File: src/rtl/permute_issue_sched_pkg.sv
// Shared types for the Permute issue scheduler: issue record, nop encoding, drain FSM states.
package permute_issue_sched_pkg;

    typedef struct packed {
        logic [0:10] op;
        logic [2:0]  format;
        logic [0:6]  rt_addr;
        logic [0:6]  ra_addr;
        logic [0:6]  rb_addr;
        logic [0:17] imm;
        logic        reg_write;
    } perm_instr_t;

    localparam logic [0:10] NOP_OP  = 11'b0;
    localparam logic [2:0]  NOP_FMT = 3'd0;

    typedef enum logic [1:0] {
        RUN,
        DRAIN,
        DRAINED
    } sched_state_t;

    function automatic logic is_nop(input perm_instr_t instr);
        return (instr.op == NOP_OP) && (instr.format == NOP_FMT);
    endfunction

endpackage

File: src/rtl/permute_issue_sched_if.sv
// Request channel into the Permute issue scheduler: valid/ready handshake plus instruction fields.
interface permute_issue_sched_if;
    import permute_issue_sched_pkg::*;

    logic        valid;
    logic        ready;
    perm_instr_t instr;

    modport master (output valid, output instr, input ready);
    modport slave  (input valid, input instr, output ready);

endinterface

File: src/rtl/permute_issue_sched_scoreboard.sv
// In-flight destination shift register with RAW match ports for one requester's ra/rb sources.
module perm_scoreboard #(
    parameter int unsigned PIPE_DEPTH = 4
) (
    input  logic       clk,
    input  logic       reset,
    input  logic       load_valid,
    input  logic [0:6] load_rt,
    input  logic [0:6] ra_addr,
    input  logic [0:6] rb_addr,
    output logic       ra_hit,
    output logic       ra_hit_last,
    output logic       rb_hit,
    output logic       rb_hit_last,
    output logic       empty_next
);

    // Element i holds the instruction issued i+1 edges ago; the issuing slot itself is never checked.
    logic [PIPE_DEPTH-1:0] stg_v;
    logic [0:6]            stg_rt [PIPE_DEPTH];

    always_ff @(posedge clk or posedge reset) begin
        if (reset) begin
            stg_v  <= '0;
            stg_rt <= '{default: '0};
        end else begin
            stg_v     <= {stg_v[PIPE_DEPTH-2:0], load_valid};
            stg_rt[0] <= load_rt;
            for (int unsigned i = 1; i < PIPE_DEPTH; i++) begin
                stg_rt[i] <= stg_rt[i-1];
            end
        end
    end

    // ra_hit/rb_hit cover every stage except the last; the last is reported separately for bypass.
    always_comb begin
        ra_hit = 1'b0;
        rb_hit = 1'b0;
        for (int unsigned i = 0; i < PIPE_DEPTH - 1; i++) begin
            if (stg_v[i] && (stg_rt[i] == ra_addr)) ra_hit = 1'b1;
            if (stg_v[i] && (stg_rt[i] == rb_addr)) rb_hit = 1'b1;
        end
        ra_hit_last = stg_v[PIPE_DEPTH-1] && (stg_rt[PIPE_DEPTH-1] == ra_addr);
        rb_hit_last = stg_v[PIPE_DEPTH-1] && (stg_rt[PIPE_DEPTH-1] == rb_addr);
        empty_next  = !load_valid && (stg_v[PIPE_DEPTH-2:0] == '0);
    end

endmodule

File: src/rtl/permute_issue_sched.sv
// Round-robin issue scheduler for the odd-pipe Permute unit with RAW scoreboard and drain handshake.
// Optional build macro PERM_FWD_EN: last-stage hits bypass from rt_wb (fwd_ra/fwd_rb ports).
module permute_issue_sched
    import permute_issue_sched_pkg::*;
#(
    parameter int unsigned PIPE_DEPTH = 4
) (
    input  logic                  clk,
    input  logic                  reset,
    permute_issue_sched_if.slave  req0,
    permute_issue_sched_if.slave  req1,
    input  logic                  drain,
    output logic                  drained,
    output logic [0:10]           op,
    output logic [2:0]            format,
    output logic [0:6]            rt_addr,
    output logic [0:17]           imm,
    output logic                  reg_write,
    output logic [0:6]            ra_addr,
`ifdef PERM_FWD_EN
    output logic                  fwd_ra,
    output logic                  fwd_rb,
`endif
    output logic [0:6]            rb_addr
);

    sched_state_t state;
    perm_instr_t  issue_q;
    perm_instr_t  sel;
    logic         rr_ptr;
    logic         accept_ok, blk0, blk1, elig0, elig1, gnt0, gnt1, accept, sb_load;
    logic         ra_hit0, ra_last0, rb_hit0, rb_last0, empty0;
    logic         ra_hit1, ra_last1, rb_hit1, rb_last1, empty1;

    perm_scoreboard #(.PIPE_DEPTH(PIPE_DEPTH)) u_sb0 (
        .clk         (clk),
        .reset       (reset),
        .load_valid  (sb_load),
        .load_rt     (sel.rt_addr),
        .ra_addr     (req0.instr.ra_addr),
        .rb_addr     (req0.instr.rb_addr),
        .ra_hit      (ra_hit0),
        .ra_hit_last (ra_last0),
        .rb_hit      (rb_hit0),
        .rb_hit_last (rb_last0),
        .empty_next  (empty0)
    );

    perm_scoreboard #(.PIPE_DEPTH(PIPE_DEPTH)) u_sb1 (
        .clk         (clk),
        .reset       (reset),
        .load_valid  (sb_load),
        .load_rt     (sel.rt_addr),
        .ra_addr     (req1.instr.ra_addr),
        .rb_addr     (req1.instr.rb_addr),
        .ra_hit      (ra_hit1),
        .ra_hit_last (ra_last1),
        .rb_hit      (rb_hit1),
        .rb_hit_last (rb_last1),
        .empty_next  (empty1)
    );

    always_comb begin
        accept_ok = (state == RUN) && !drain && !reset;
`ifdef PERM_FWD_EN
        blk0 = ra_hit0 | rb_hit0;
        blk1 = ra_hit1 | rb_hit1;
`else
        blk0 = ra_hit0 | ra_last0 | rb_hit0 | rb_last0;
        blk1 = ra_hit1 | ra_last1 | rb_hit1 | rb_last1;
`endif
        elig0   = req0.valid & accept_ok & ~blk0;
        elig1   = req1.valid & accept_ok & ~blk1;
        gnt0    = elig0 & (~elig1 | ~rr_ptr);
        gnt1    = elig1 & (~elig0 | rr_ptr);
        accept  = gnt0 | gnt1;
        sel     = gnt1 ? req1.instr : req0.instr;
        sb_load = accept & sel.reg_write & ~is_nop(sel);
    end

    assign req0.ready = gnt0;
    assign req1.ready = gnt1;

    always_ff @(posedge clk or posedge reset) begin
        if (reset) begin
            issue_q <= '0;
            rr_ptr  <= 1'b0;
        end else begin
            issue_q <= accept ? sel : '0;
            if (gnt0)      rr_ptr <= 1'b1;
            else if (gnt1) rr_ptr <= 1'b0;
        end
    end

`ifdef PERM_FWD_EN
    always_ff @(posedge clk or posedge reset) begin
        if (reset) begin
            fwd_ra <= 1'b0;
            fwd_rb <= 1'b0;
        end else begin
            fwd_ra <= (gnt0 & ra_last0) | (gnt1 & ra_last1);
            fwd_rb <= (gnt0 & rb_last0) | (gnt1 & rb_last1);
        end
    end
`endif

    assign op        = issue_q.op;
    assign format    = issue_q.format;
    assign rt_addr   = issue_q.rt_addr;
    assign imm       = issue_q.imm;
    assign reg_write = issue_q.reg_write;
    assign ra_addr   = issue_q.ra_addr;
    assign rb_addr   = issue_q.rb_addr;

    // DRAIN looks one edge ahead so drained rises as the last entry leaves the scoreboard.
    always_ff @(posedge clk or posedge reset) begin
        if (reset) begin
            state   <= RUN;
            drained <= 1'b0;
        end else begin
            case (state)
                RUN: begin
                    drained <= 1'b0;
                    if (drain) state <= DRAIN;
                end
                DRAIN: begin
                    if (!drain) begin
                        state   <= RUN;
                        drained <= 1'b0;
                    end else if (empty0 && empty1) begin
                        state   <= DRAINED;
                        drained <= 1'b1;
                    end
                end
                DRAINED: begin
                    if (!drain) begin
                        state   <= RUN;
                        drained <= 1'b0;
                    end
                end
                default: begin
                    state   <= RUN;
                    drained <= 1'b0;
                end
            endcase
        end
    end

endmodule

File: src/flat_wrapper.sv
// flat-port wrapper written by rule: the top's interface ports become plain ports
module permute_issue_sched_flat import permute_issue_sched_pkg::*;
#(
    parameter int unsigned PIPE_DEPTH = 4
)
  (clk, reset, drain, drained, op, format, rt_addr, imm, reg_write, ra_addr, rb_addr, req0_valid, req0_instr, req0_ready, req1_valid, req1_instr, req1_ready);
  permute_issue_sched_if req0_i ();
  permute_issue_sched_if req1_i ();
  input  logic clk;
  input  logic reset;
  input  logic drain;
  output logic drained;
  output logic [0:10] op;
  output logic [2:0] format;
  output logic [0:6] rt_addr;
  output logic [0:17] imm;
  output logic reg_write;
  output logic [0:6] ra_addr;
  output logic [0:6] rb_addr;
  input wire logic [$bits(req0_i.valid)-1:0] req0_valid;
  input wire logic [$bits(req0_i.instr)-1:0] req0_instr;
  output wire logic [$bits(req0_i.ready)-1:0] req0_ready;
  input wire logic [$bits(req1_i.valid)-1:0] req1_valid;
  input wire logic [$bits(req1_i.instr)-1:0] req1_instr;
  output wire logic [$bits(req1_i.ready)-1:0] req1_ready;
  assign req0_i.valid = req0_valid;
  assign req0_i.instr = req0_instr;
  assign req0_ready = req0_i.ready;
  assign req1_i.valid = req1_valid;
  assign req1_i.instr = req1_instr;
  assign req1_ready = req1_i.ready;
  permute_issue_sched #(.PIPE_DEPTH(PIPE_DEPTH)) u_core (.clk(clk), .reset(reset), .req0(req0_i), .req1(req1_i), .drain(drain), .drained(drained), .op(op), .format(format), .rt_addr(rt_addr), .imm(imm), .reg_write(reg_write), .ra_addr(ra_addr), .rb_addr(rb_addr));
endmodule
File: config.mk
export PLATFORM = sky130hd
export DESIGN_NAME = permute_issue_sched_flat
export DESIGN_NICKNAME = d
export VERILOG_FILES = /design/src/rtl/permute_issue_sched_pkg.sv /design/src/rtl/permute_issue_sched_if.sv /design/src/rtl/permute_issue_sched_scoreboard.sv /design/src/rtl/permute_issue_sched.sv /design/src/flat_wrapper.sv
export SDC_FILE = /design/constraint.sdc
export NUM_CORES = 1
export LEC_CHECK = 0
export BUFFER_PORTS_ARGS = -buffer_cell sky130_fd_sc_hd__buf_2
export CORE_MARGIN = 2
export CORE_UTILIZATION = 41
export CTS_CLUSTER_SIZE = 8
export DETAILED_ROUTE_END_ITERATION = 7
export GPL_ROUTABILITY_DRIVEN = 0
export HOLD_SLACK_MARGIN = 0.12
export PLACE_DENSITY = 0.7
export RECOVER_POWER = 25
export SLEW_MARGIN = 40
export SYNTH_ARGS = -nofsm -noshare
export SYNTH_HDL_FRONTEND = slang
export SYNTH_SLANG_ARGS = --single-unit
File: constraint.sdc
create_clock -name clk -period 3.5 [get_ports clk]
set_input_delay 0.7 -clock clk [delete_from_list [all_inputs] [get_ports clk]]
set_output_delay 0.7 -clock clk [all_outputs]
set_load 0.005 [all_outputs]
==> results.py <==
metrics = {
    "global_route": {
        "grt_pass1_wl_mm": 20.6,
        "grt.overflow.total": 0,
        "track_usage": 0.198,
        "antenna_found_initial": 0,
        "grt_max_degree": 45,
        "grt_pass1_vias": 4152,
    },
    "sta": {
        "finalSetupTns_ns": 0,
        "setup_ws_ns": 0.494,
        "post-route-period-util": 0.859,
        "slew_violations": 45,
        "skew_ns": 0.0111,
        "rsz0062_at_grt": "no",
        "hold_ws_ns": 0.482,
        "worst_pin_slew_ns": 1.90,
        "period_minus_slack_ns": 3.01,
        "hold_violations": 0,
        "max_slew_margin": -0.275,
        "setup_violations": 0,
        "fmax_ghz": 0.333,
    },
    "detailed_routing": {
        "wirelength_mm": 13.2,
        "vias_per_cell": 5.00,
        "dr.pass1.iters": 4,
        "vias": 4103,
        "drtIter0Drc": 229,
        "routedWlPerCell_um": 16.1,
        "drc_errors": 0,
        "ant_nets": 0,
    },
    "synthesis": {
        "ys_ff_latch": 90,
        "yosysWarningCount": 0,
        "synth_top_area_share": 0.435,
        "syn_nets": 631,
        "synth_cell_type_count": 42,
        "netlist_instances": 518,
        "ys_seq_area_frac": 0.435,
        "synth_area_leaders": "dfrtp_1 (44%), xnor2_1 (17%), mux2i_1 (6.6%)",
        "synth_area_mm2": 0.00517,
        "synth.largest_area_cell": "dfrtp_1",
        "avgSynthCellArea_um2": 9.99,
    },
    "clock_network": {
        "clk_latency_ns": 0.34,
        "cts_tree": "done",
        "clock_sink_count": 90,
        "clkTransAtPathRegs_ns": 0.07,
        "numCtsBuffers": 9,
        "cts_setup_buffers": 0,
        "clk_path_buf_depth": 2,
        "cts_hold_buf": 0,
        "ctsResizeCount": 0,
        "htree_levels": 3,
        "cts-root-buf": "clkbuf_16",
    },
    "status": {
        "status": "complete, but fails checks",
        "violations": "capacitance limit, slew limit",
    },
    "critical_path": {
        "start_kind": "input port",
        "endpoint_kind": "output port",
        "cp-endpoint": "req0_ready",
        "crit-reg2reg-capture": "u_core.imm[1]",
        "rr_worst_depth": 7,
        "reg2reg_slack_ns": 1.02,
        "crit_type": "in2out",
        "r2r-start": "u_core.state[0]",
        "required_ns": 2.80,
        "crit_start": "req1_instr[31]",
        "critical_path.max_fanout": 5,
        "worstPathArrival_ns": 2.31,
    },
    "final_layout": {
        "syn2layout_area_growth_pct": 20.5,
        "nets": 756,
        "fill_cells": 1163,
        "finalInstanceArea_mm2": 0.00623,
        "n_antenna_cell": 0,
        "multi_input_area_mm2": 0.00241,
        "final-seq-area_mm2": 0.00225,
        "drive_gt1_frac": 0.350,
        "final_cell_mix": "buf_2 (168), xnor2_1 (100), dfrtp_1 (90)",
        "final_common_cell": "buf_2",
    },
    "floorplanning": {
        "dieArea_mm2": 0.0135,
        "fp.dieH_um": 116,
        "start_util": 0.415,
        "die_w_um": 116,
        "core-area_mm2": 0.0125,
        "rows": 41,
        "ios": 170,
    },
    "placed_design": {
        "place_area_mm2": 0.00592,
        "io_buffers": 169,
        "place_ws_ns": 0.473,
        "detailed_place_hpwl_mm": 10.2,
    },
    "power_and_ir_drop": {
        "power_frac_seq": 0.441,
        "p_int_uw": 1940,
        "peakVddDrop_mv": 0.190,
        "p_total_uw": 2720,
        "switching_share": 0.286,
        "p_clk_frac": 0.370,
        "p_switching_uw": 776,
        "power_density_mw_per_mm2": 436,
        "p_leak_uw": 0.00312,
        "power_frac_comb": 0.189,
    },
    "hold_path": {
        "hold_class": "reg2reg",
    },
    "flow_run": {
        "cap_violations": 1,
    },
}
==> cells by family (layout without fill, tap and decap cells) <==
| logic type | count (synthesis) | in the layout | synth area share |
|---|---|---|---|
| muxes | 34 | 34 | 0.0658 |
| buffers and inverters | 99 | 229 | 0.0982 |
| xor gates and xnor gates | 112 | 112 | 0.190 |
| DFF | 90 | 90 | 0.435 |
| and+or+nand+nor | 125 | 125 | 0.125 |
| AOI/OAI and AO/OA | 58 | 58 | 0.0864 |
==> layer usage <==
metal  routed length, um  track usage  part of all wire  up-vias
met5                   0            0                 0        -
met2                6250        0.324              0.47      164
met3                1000       0.0400             0.076       22
li1                    -            -                 -     1931
met4                 279       0.0786             0.021        0
met1                5650        0.259              0.43     1986
==> metrics by stage <==
stage / utilization / cells
final: 0.500 / 820
after global routing: 0.500 / 820
after CTS: 0.500 / 820
after detailed placement: 0.475 / 804
after global placement: 0.475 / 804
after floorplan: - / 518
==> worst max-delay path, cell delays in order <==
cell     delay [ns]
buf_2          0.16
xor2_1         0.18
nor4_1         0.30
a41oi_1        0.23
and4_1         0.33
nand2_8        0.09
and2_1         0.18
buf_2          0.13
==> power groups by stage <==
stage	sequential, uW	clock (uW)	combinational [uW]
6_report	1200	1010	514
5_1_grt	1210	1080	569
4_1_cts	1200	1040	519
3_5_place_dp	1220	0	516
3_3_place_gp	1210	0	498
2_1_floorplan	1180	0	388
==> area by class of cell <==
class                   instances  share of cell area
inverters                      36              0.0219
well taps                     172              0.0345
clock inverters                 6              0.0114
multi-input cells             329               0.387
clock buffers                  10              0.0384
flip-flops and latches         90               0.361
repair buffers                177               0.145
==> synth_stat cells <==
library cell  count
nor4_1           10
xnor2_1         100
nor2_1            6
inv_1            36
xor2_1           12
clkbuf_2          8
a21oi_2          20
a2111oi_4         1
nand3_2           1
nor3_1            1
nand2_8           1
mux2i_1          34
o21ai_1          14
nand3_1          31
buf_8             3
o22ai_2           1
o21ai_0           4
nand2_1          44
and3_1            1
a41o_1            1
o21ai_2           6
a21oi_1           2
nor2b_1           1
nand4_1          20
nand2b_1          2
o22ai_1           4
nor2_2            1
nand2_4           1
a22oi_2           1
and2_4            1
o211ai_1          1
a21boi_0          1
buf_12            1
clkbuf_1          1
and4_1            1
a22oi_1           1
a41oi_1           1
dfrtp_1          90
buf_6             1
buf_4             3
and2_1            3
buf_2            46
==> sequential cells by signal (all words and copies together), names as in the netlist <==
name and count:
u_core.format 3, u_core.rr_ptr 1, u_core.ra_addr 7, u_core.rb_addr 7, u_core.u_sb0.stg_v 4, u_core.drained 1
u_core.u_sb0.stg_rt 28, u_core.reg_write 1, u_core.op 11, u_core.imm 18, u_core.state 2, u_core.rt_addr 7
==> worst min path at each step <==
| stage | from | endpoint | depth (start not counted) |
|---|---|---|---|
| floorplan | u_core.u_sb0.stg_rt[17] | u_core.u_sb0.stg_rt[10] | 0 |
| global placement | u_core.u_sb0.stg_v[1] | u_core.u_sb0.stg_v[2] | 0 |
| detailed placement | u_core.u_sb0.stg_v[2] | u_core.u_sb0.stg_v[3] | 0 |
| CTS | u_core.u_sb0.stg_v[2] | u_core.u_sb0.stg_v[3] | 0 |
| global route | u_core.u_sb0.stg_v[1] | u_core.u_sb0.stg_v[2] | 0 |
| finish | u_core.u_sb0.stg_v[2] | u_core.u_sb0.stg_v[3] | 0 |
Note: power is estimated with default switching activity, not from simulation.
